--- config.mk ---
export PLATFORM = sky130hd
export DESIGN_NAME = load_data_fmt
export DESIGN_NICKNAME = d
export VERILOG_FILES = /design/src/rtl/load_data_fmt_pkg.sv /design/src/rtl/load_data_fmt_ext.sv /design/src/rtl/load_data_fmt.sv
export SDC_FILE = /design/constraint.sdc
export NUM_CORES = 1
export LEC_CHECK = 0
export ABC_AREA = 1
export ABC_CLOCK_PERIOD_IN_PS = 1900
export CAP_MARGIN = 15
export CORE_ASPECT_RATIO = 1.4
export CORE_MARGIN = 5
export CORE_UTILIZATION = 40
export CTS_BUF_LIST = sky130_fd_sc_hd__clkbuf_2 sky130_fd_sc_hd__clkbuf_4 sky130_fd_sc_hd__clkbuf_8
export DETAILED_ROUTE_END_ITERATION = 6
export SLEW_MARGIN = 25
export SYNTH_ARGS = -nofsm -noshare
export SYNTH_HDL_FRONTEND = slang
export SYNTH_HIERARCHICAL = 1
export SYNTH_SLANG_ARGS = --single-unit
--- constraint.sdc ---
create_clock -name clk_i -period 1.9 [get_ports clk_i]
set_input_delay 0.285 -clock clk_i [delete_from_list [all_inputs] [get_ports clk_i]]
set_output_delay 0.285 -clock clk_i [all_outputs]
set_load 0.01 [all_outputs]
--- src/rtl/load_data_fmt_pkg.sv ---
// Shared cache-load definitions: access size encodings used by the line
// shifter and by the load result formatter.
package load_data_fmt_pkg;

  typedef enum logic [1:0] {
    SZ_B = 2'd0,
    SZ_H = 2'd1,
    SZ_W = 2'd2,
    SZ_D = 2'd3
  } size_e;

  typedef enum logic [1:0] {
    ST_EMPTY = 2'd0,
    ST_ONE   = 2'd1,
    ST_FULL  = 2'd2
  } fmt_state_e;

endpackage

--- src/rtl/load_data_fmt_ext.sv ---
// Combinational sign/zero extension and misalignment detection for one
// right-aligned load beat.
module load_ext
  import load_data_fmt_pkg::*;
#(
  parameter int DATA_W = 64
) (
  input  logic [DATA_W-1:0] data,
  input  logic [3:0]        offset,
  input  size_e             size,
  input  logic              uns,
  output logic [DATA_W-1:0] data_fmt,
  output logic              misalign
);

  logic [DATA_W-1:0] ext;
  logic              fill;

  always_comb begin
    ext      = data;
    fill     = 1'b0;
    misalign = 1'b0;
    unique case (size)
      SZ_B: begin
        fill = ~uns & data[7];
        ext  = {{(DATA_W-8){fill}}, data[7:0]};
      end
      SZ_H: begin
        fill     = ~uns & data[15];
        ext      = {{(DATA_W-16){fill}}, data[15:0]};
        misalign = offset[0];
      end
      SZ_W: begin
        fill     = ~uns & data[31];
        ext      = {{(DATA_W-32){fill}}, data[31:0]};
        misalign = |offset[1:0];
      end
      SZ_D: begin
        ext      = data;
        misalign = |offset[2:0];
      end
      default: ext = data;
    endcase
  end

  // A faulting load must not leak any line data into the register file.
  assign data_fmt = misalign ? '0 : ext;

endmodule

--- src/rtl/load_data_fmt.sv ---
// Load result formatter: extends/validates a beat at capture, then holds it
// in a 2-entry skid buffer (main + skid) with a registered s_ready_o.
module load_data_fmt
  import load_data_fmt_pkg::*;
#(
  parameter int DATA_W = 64,
  parameter int ID_W   = 8
) (
  input  logic              clk_i,
  input  logic              srst_n,
  input  logic              flush_i,
  input  logic              s_valid_i,
  output logic              s_ready_o,
  input  logic [DATA_W-1:0] s_data_i,
  input  logic [3:0]        s_offset_i,
  input  logic [1:0]        s_size_i,
  input  logic              s_unsigned_i,
  input  logic [4:0]        s_rd_i,
  input  logic [ID_W-1:0]   s_id_i,
  output logic              m_valid_o,
  input  logic              m_ready_i,
  output logic [DATA_W-1:0] m_data_o,
  output logic [4:0]        m_rd_o,
  output logic [ID_W-1:0]   m_id_o,
  output logic              m_misalign_o
);

  typedef struct packed {
    logic [DATA_W-1:0] data;
    logic [4:0]        rd;
    logic [ID_W-1:0]   id;
    logic              mis;
  } ent_t;

  fmt_state_e state, state_nxt;
  ent_t       main_q, skid_q, ent_in;
  logic       acc, otx;
  logic       ld_main_in, ld_skid_in, ld_main_skid;

  load_ext #(.DATA_W(DATA_W)) u_ext (
    .data     (s_data_i),
    .offset   (s_offset_i),
    .size     (size_e'(s_size_i)),
    .uns      (s_unsigned_i),
    .data_fmt (ent_in.data),
    .misalign (ent_in.mis)
  );
  assign ent_in.rd = s_rd_i;
  assign ent_in.id = s_id_i;

  // Handshake flags decode straight from the state register only.
  assign s_ready_o = (state != ST_FULL);
  assign m_valid_o = (state != ST_EMPTY);
  assign acc       = s_valid_i & s_ready_o;
  assign otx       = m_valid_o & m_ready_i;

  always_comb begin
    state_nxt    = state;
    ld_main_in   = 1'b0;
    ld_skid_in   = 1'b0;
    ld_main_skid = 1'b0;
    unique case (state)
      ST_EMPTY: if (acc) begin
        state_nxt  = ST_ONE;
        ld_main_in = 1'b1;
      end
      ST_ONE: begin
        if (acc && otx)      ld_main_in = 1'b1;
        else if (acc) begin
          state_nxt  = ST_FULL;
          ld_skid_in = 1'b1;
        end else if (otx)    state_nxt  = ST_EMPTY;
      end
      ST_FULL: if (otx) begin
        state_nxt    = ST_ONE;
        ld_main_skid = 1'b1;
      end
      default: state_nxt = ST_EMPTY;
    endcase
    if (flush_i) begin
      state_nxt    = ST_EMPTY;
      ld_main_in   = 1'b0;
      ld_skid_in   = 1'b0;
      ld_main_skid = 1'b0;
    end
  end

  always_ff @(posedge clk_i) begin
    if (!srst_n) begin
      state  <= ST_EMPTY;
      main_q <= '0;
      skid_q <= '0;
    end else begin
      state <= state_nxt;
      if (ld_main_in)        main_q <= ent_in;
      else if (ld_main_skid) main_q <= skid_q;
      if (ld_skid_in)        skid_q <= ent_in;
    end
  end

  assign m_data_o     = main_q.data;
  assign m_rd_o       = main_q.rd;
  assign m_id_o       = main_q.id;
  assign m_misalign_o = main_q.mis;

endmodule

==> results of run 1 <==
what timing repair did:
action	in CTS	in global routing
resized for setup	4	0
endpoints found under the setup margin	2	0
hold endpoints to repair	0	0
buffers inserted	1	0
critical path: cells and delay by family, from the launching register on:
family	cells	cell delay, ps
flip-flops	1	370
AND/OR/NAND/NOR	1	170
buffers and inverters	3	440
worst paths after layout:
check	slack, ps	endpoint
worst min-delay path	210	state[1]$_SDFFE_PP0P_
worst min register to register	480	m_data_o[19]$_SDFFE_PN0P_
worst max-delay path	200	s_ready_o
worst max register to register	220	m_rd_o[1]$_SDFFE_PN0P_
metrics by stage:
| step | power (mW) | instance area [sq um] | TNS, ps |
|---|---|---|---|
| finish | 7.84 | 10800 | 0 |
| global route | 8.20 | 10800 | 0 |
| detailed placement | 5.11 | 10400 | -4900 |
| global placement | 5.10 | 10400 | -3600 |
| floorplan | 4.41 | 8380 | 0 |
| CTS | 7.93 | 10800 | 0 |
final cells by class:
class                   count  area (sq um)  share of cell area [%]
diodes                      1          2.50                  0.0231
repair buffers            217          2240                    20.7
clock inverters            12           183                    1.69
inverters                 114           428                    3.95
clock buffers              19           255                    2.36
multi-input cells         935          4230                    39.1
well taps                 256           320                    2.96
flip-flops and latches    158          3170                    29.2
kinds of logic after synthesis:
kind of cell / after synthesis / synth area share, %
flops: 158 / 37.7
compound gates: 157 / 9.39
simple gates: 778 / 40.6
buf+inv: 235 / 12.2
cell usage in the layout (no fill, tap or decap), types with 2 or more instances in the layout:
cell type / Yosys / routed
clkinv_4: 0 / 2
inv_1: 109 / 109
o21ai_1: 20 / 20
bufinv_16: 0 / 4
buf_4: 7 / 33
nand3_1: 193 / 192
inv_6: 0 / 4
nor2_1: 281 / 281
buf_12: 0 / 17
a21oi_1: 78 / 78
dfxtp_1: 158 / 156
buf_2: 40 / 3
dfxtp_2: 0 / 2
dlygate4sd2_1: 0 / 2
nand2_1: 219 / 217
nor2_4: 3 / 4
inv_2: 4 / 5
nand2_4: 0 / 2
o21ai_0: 58 / 58
clkbuf_8: 0 / 18
clkinv_2: 0 / 2
nand4_1: 78 / 78
clkdlybuf4s50_1: 0 / 162
layer usage:
layer	wire, microns	part of all wire, %	global-route usage (%)
met1	12300	44	28.3
met3	1370	5.0	4.23
met2	13400	49	38.8
met5	13	0.047	0
met4	560	2.0	7.58
power breakdown:
group          leakage (nW)  internal, mW  switching, mW  total (mW)
combinational          3.51         0.689          0.823        1.51
clock                 0.225          1.49           1.32        2.81
sequential             1.29          3.44         0.0721        3.52
state kept, by name (all words and copies together), names as in the netlist:
register,cells
m_misalign_o,1
state,2
m_rd_o,5
m_data_o,64
m_id_o,8
skid_q,78
==> impl_metrics.py, run 1 <==
metrics = {
    "route": {
        "via_count": 8998,
        "ant_nets": 0,
        "route.detailed.drc": 0,
        "wire_per_inst_microns": 16.2,
        "drt_pass1_iterations": 4,
        "routed_via_density": 5.26,
        "drt-total-wl_microns": 27700,
        "drtIter0Drc": 668,
    },
    "layout": {
        "final_nets": 1532,
        "syn_to_final_growth_pct": 29.1,
        "final_cells": 1712,
        "post-route-util_pct": 52.6,
        "drive_above_1_share_pct": 6.94,
        "nFillCells": 2105,
    },
    "clocking": {
        "clkSlewWorstSetupHoldPaths_ps": 80,
        "cts_htree_levels": 4,
        "insertion_delay_ps": 450,
        "cts_hold_buf": 0,
        "cts_buffers": 17,
        "cts.sinks": 158,
        "clockBufferDepth": 2,
        "clockRootBuffer": "clkbuf_8",
        "cts_tree": "done",
    },
    "timing": {
        "fin_crit_sh_pct": 89.5,
        "finalHoldViolations": 0,
        "rsz0062_at_grt": "false",
        "whs_ps": 213,
        "tightest_slew_ps": 558,
        "drv_slew": 0,
        "fmax_mhz": 588,
        "fin_ws_ps": 200,
        "clock_skew_ps": 12.3,
        "fin_crit_ps": 1700,
        "setup_viol": 0,
        "slew_headroom_pct": 62.8,
    },
    "setup_path": {
        "crit_chain": "inv_1 -> nor2_4 -> inv_1 -> dlygate4sd2_1",
        "start_kind": "flip-flop",
        "critPathRequiredTime_ps": 1620,
        "critPathLaunch": "state[1]$_SDFFE_PP0P_",
        "end_kind": "primary output",
        "worstPathArrival_ps": 1420,
        "rr_startpoint": "state[1]$_SDFFE_PP0P_",
        "crit_type": "reg -> out",
        "critPathMaxStageDelay_ps": 370,
        "path_max_fanout": 4,
        "slowest_stage": "dfxtp_2",
        "path_common_cell": "inv_1",
        "r2r_cells": 8,
    },
    "min_path": {
        "min_path_cells": 5,
        "hold_start": "srst_n",
        "hold_path.class": "in -> reg",
    },
    "logic_synthesis": {
        "ys_warn_count": 6,
        "avgSynthCellArea_sq_um": 6.31,
        "synth_edf_count": 0,
        "ys_seq_area_share_pct": 37.7,
        "yosys-top-cells-area": "dfxtp_1 38%, nor2_1 13%, nand3_1 12%",
        "synth_area_sq_um": 8380,
        "synth_top_area_cell": "dfxtp_1",
        "ys_seq_elements": 158,
        "synth_cells": 1328,
        "yosysMostFrequentCell": "nor2_1",
        "synth_top_area_share_pct": 37.7,
        "synth_nets": 1417,
        "synth_flop_cell": "dfxtp_1",
        "yosys-top-cells-count": "281 x nor2_1, 219 x nand2_1, 193 x nand3_1",
        "synth_cell_types": 22,
        "async_flop_share_pct": 0,
    },
    "die": {
        "core_sq_um": 20600,
        "die_h_microns": 181,
        "start_util_pct": 40.8,
        "die_w_microns": 132,
        "num_io_pins": 169,
        "core.rowCount": 62,
        "dieArea_sq_um": 24000,
    },
    "placement": {
        "io_buffers": 167,
        "post-place-ws_ps": -87.9,
        "place_hpwl_microns": 16900,
        "routabilityCongestion": 0.795,
        "place_inst": 1679,
    },
    "grt": {
        "grt_overflow": 0,
        "antenna_found_initial": 2,
        "first_global_vias": 8729,
        "grt_use_total_pct": 22.6,
        "grt_start_max_net_pins": 79,
        "grt_pass1_wl_microns": 45200,
    },
    "power": {
        "vdd_drop_max_mv": 0.387,
        "p_leak_nw": 5.02,
        "power.density_nw_per_um2": 724,
    },
    "status": {
        "run_status": "finished, final reports clean",
    },
    "job": {
        "cap_violations": 0,
    },
}
No activity file was read; power rests on OpenSTA's default activity.
==> run 2, diff against run 1 <==
Settings changed: ABC_CLOCK_PERIOD_IN_PS 1900 to 1550, PLACE_DENSITY from default to 0.67.
Clock period 1.9 ns to 1.55 ns, I/O delays scaled along.
==> run 2 against run 1 <==
Against the previous run: first-iteration DRC count increased by 47%; global-route usage increased by 0.18 points; cell count increased by 3.9%; utilization increased by 3.8 points; setup slack got worse by 180 ps; clock power increased by 13%.
==> impl_metrics.py, run 2 (synthesis gave the netlist of run 1 again) <==
metrics = {
    "status": {
        "run_status": "finished, final reports clean",
    },
    "power": {
        "vdd_drop_max_mv": 0.527,
        "power.density_nw_per_um2": 815,
        "p_leak_nw": 5.76,
    },
    "route": {
        "via_count": 9439,
        "wire_per_inst_microns": 16.7,
        "drt_pass1_iterations": 5,
        "route.detailed.drc": 0,
        "ant_nets": 0,
        "drt-total-wl_microns": 29700,
        "routed_via_density": 5.31,
        "drtIter0Drc": 983,
    },
    "setup_path": {
        "start_kind": "flip-flop",
        "end_kind": "flip-flop",
        "critPathRequiredTime_ps": 1960,
        "crit_type": "reg -> reg",
        "worstPathArrival_ps": 1940,
        "path_max_fanout": 9,
    },
    "clocking": {
        "clockBufferDepth": 2,
        "cts.sinks": 158,
        "insertion_delay_ps": 480,
        "cts_buffers": 17,
        "cts_htree_levels": 4,
        "clkSlewWorstSetupHoldPaths_ps": 90,
        "clockRootBuffer": "clkbuf_8",
        "cts_tree": "done",
        "cts_hold_buf": 0,
    },
    "timing": {
        "rsz0062_at_grt": "true",
        "fin_crit_ps": 1530,
        "drv_slew": 0,
        "fmax_mhz": 654,
        "finalHoldViolations": 0,
        "slew_headroom_pct": 73.0,
        "tightest_slew_ps": 406,
        "setup_viol": 0,
        "timing.setup.tns_ps": 0,
        "fin_crit_sh_pct": 98.6,
        "clock_skew_ps": 14.3,
    },
    "grt": {
        "grt_overflow": 0,
        "grt_use_total_pct": 22.7,
        "first_global_vias": 9007,
        "grt_pass1_wl_microns": 45900,
        "grt_start_max_net_pins": 45,
        "antenna_found_initial": 2,
    },
    "layout": {
        "regArea_sq_um": 3170,
        "syn_to_final_growth_pct": 38.3,
        "layout_common_cells": "274 x nor2_1, 216 x nand2_1, 192 x nand3_1",
        "top_register": "skid_q",
        "drive_above_1_share_pct": 11.9,
        "final_nets": 1598,
        "design_area_sq_um": 11600,
        "final_common_cell": "nor2_1",
        "largest_reg_flops": 78,
        "nFillCells": 2027,
        "multiInputGateArea_sq_um": 4270,
    },
    "die": {
        "die_w_microns": 132,
        "core.rowCount": 62,
        "die_h_microns": 181,
        "start_util_pct": 40.8,
        "num_io_pins": 169,
        "core_sq_um": 20600,
        "dieArea_sq_um": 24000,
    },
    "placement": {
        "io_buffers": 167,
        "place_hpwl_microns": 18100,
        "placed_cell_area_sq_um": 10800,
        "routabilityCongestion": 0.819,
    },
    "min_path": {
        "hold_path.class": "in -> reg",
    },
    "job": {
        "cap_violations": 0,
    },
}
-- run 2: power by group --
group	total, mW	switching (mW)	internal (mW)
clock network	3.17	1.72	1.45
logic	1.97	1.06	0.909
registers	4.32	0.0929	4.22
total	9.46	2.87	6.58
-- run 2: final cells by class --
| class | instances | share of cell area (%) |
|---|---|---|
| antenna | 2 | 0.0432 |
| clock inverter | 14 | 1.37 |
| tap | 256 | 2.76 |
| sequential | 158 | 27.3 |
| clock buffer | 17 | 2.02 |
| multi-input combinational | 935 | 36.8 |
| inverter | 114 | 3.75 |
| timing repair buffer | 283 | 25.9 |
-- run 2: what timing repair did --
item	4_1_cts	5_1_grt
setup buffers	2	9
cloned	0	13
pin swaps	1	8
endpoints found under the setup margin	80	110
endpoints found under the hold margin	0	0
gates resized for setup	88	28
-- run 2: final timing paths --
check                              endpoint  cells after the start  slack (ps)                      start
setup reg to reg    skid_q[66]$_SDFFE_PN0P_                      9          20      state[1]$_SDFFE_PP0P_
hold reg to reg   m_data_o[28]$_SDFFE_PN0P_                      2         480  m_data_o[28]$_SDFFE_PN0P_
setup / recovery    skid_q[66]$_SDFFE_PN0P_                      9          20      state[1]$_SDFFE_PP0P_
hold / removal       m_rd_o[4]$_SDFFE_PN0P_                      3         130                     srst_n
-- run 2: metal layers --
layer	share of wire, %	routed length [microns]	global-route usage [%]
met5	0	0	0
met4	2.4	716	8.48
met3	5.9	1760	4.15
met2	50	14900	38.9
met1	42	12400	28.4
-- run 2: worst max-delay path, cell delays in order, from the launching register on --
cell,delay (ps)
dfxtp_2,340
buf_6,120
nor2_4,140
nand2_2,90
nor2_4,200
buf_6,130
buf_6,120
clkbuf_16,160
o21ai_1,70
nor2_1,110
-- run 2: per-stage QoR --
| step | setup WS, ps | utilization (%) | power, mW | hold slack (ps) | std cells |
|---|---|---|---|---|---|
| floorplan | 191 | - | 5.41 | 367 | 1328 |
| global placement | -321 | 52.6 | 6.38 | 471 | 1722 |
| detailed placement | -322 | 52.6 | 6.39 | 474 | 1722 |
| CTS | 6.39 | 54.1 | 9.46 | 116 | 1755 |
| global route | -49.2 | 56.4 | 9.89 | 140 | 1779 |
| finish | 21.1 | 56.4 | 9.46 | 133 | 1779 |
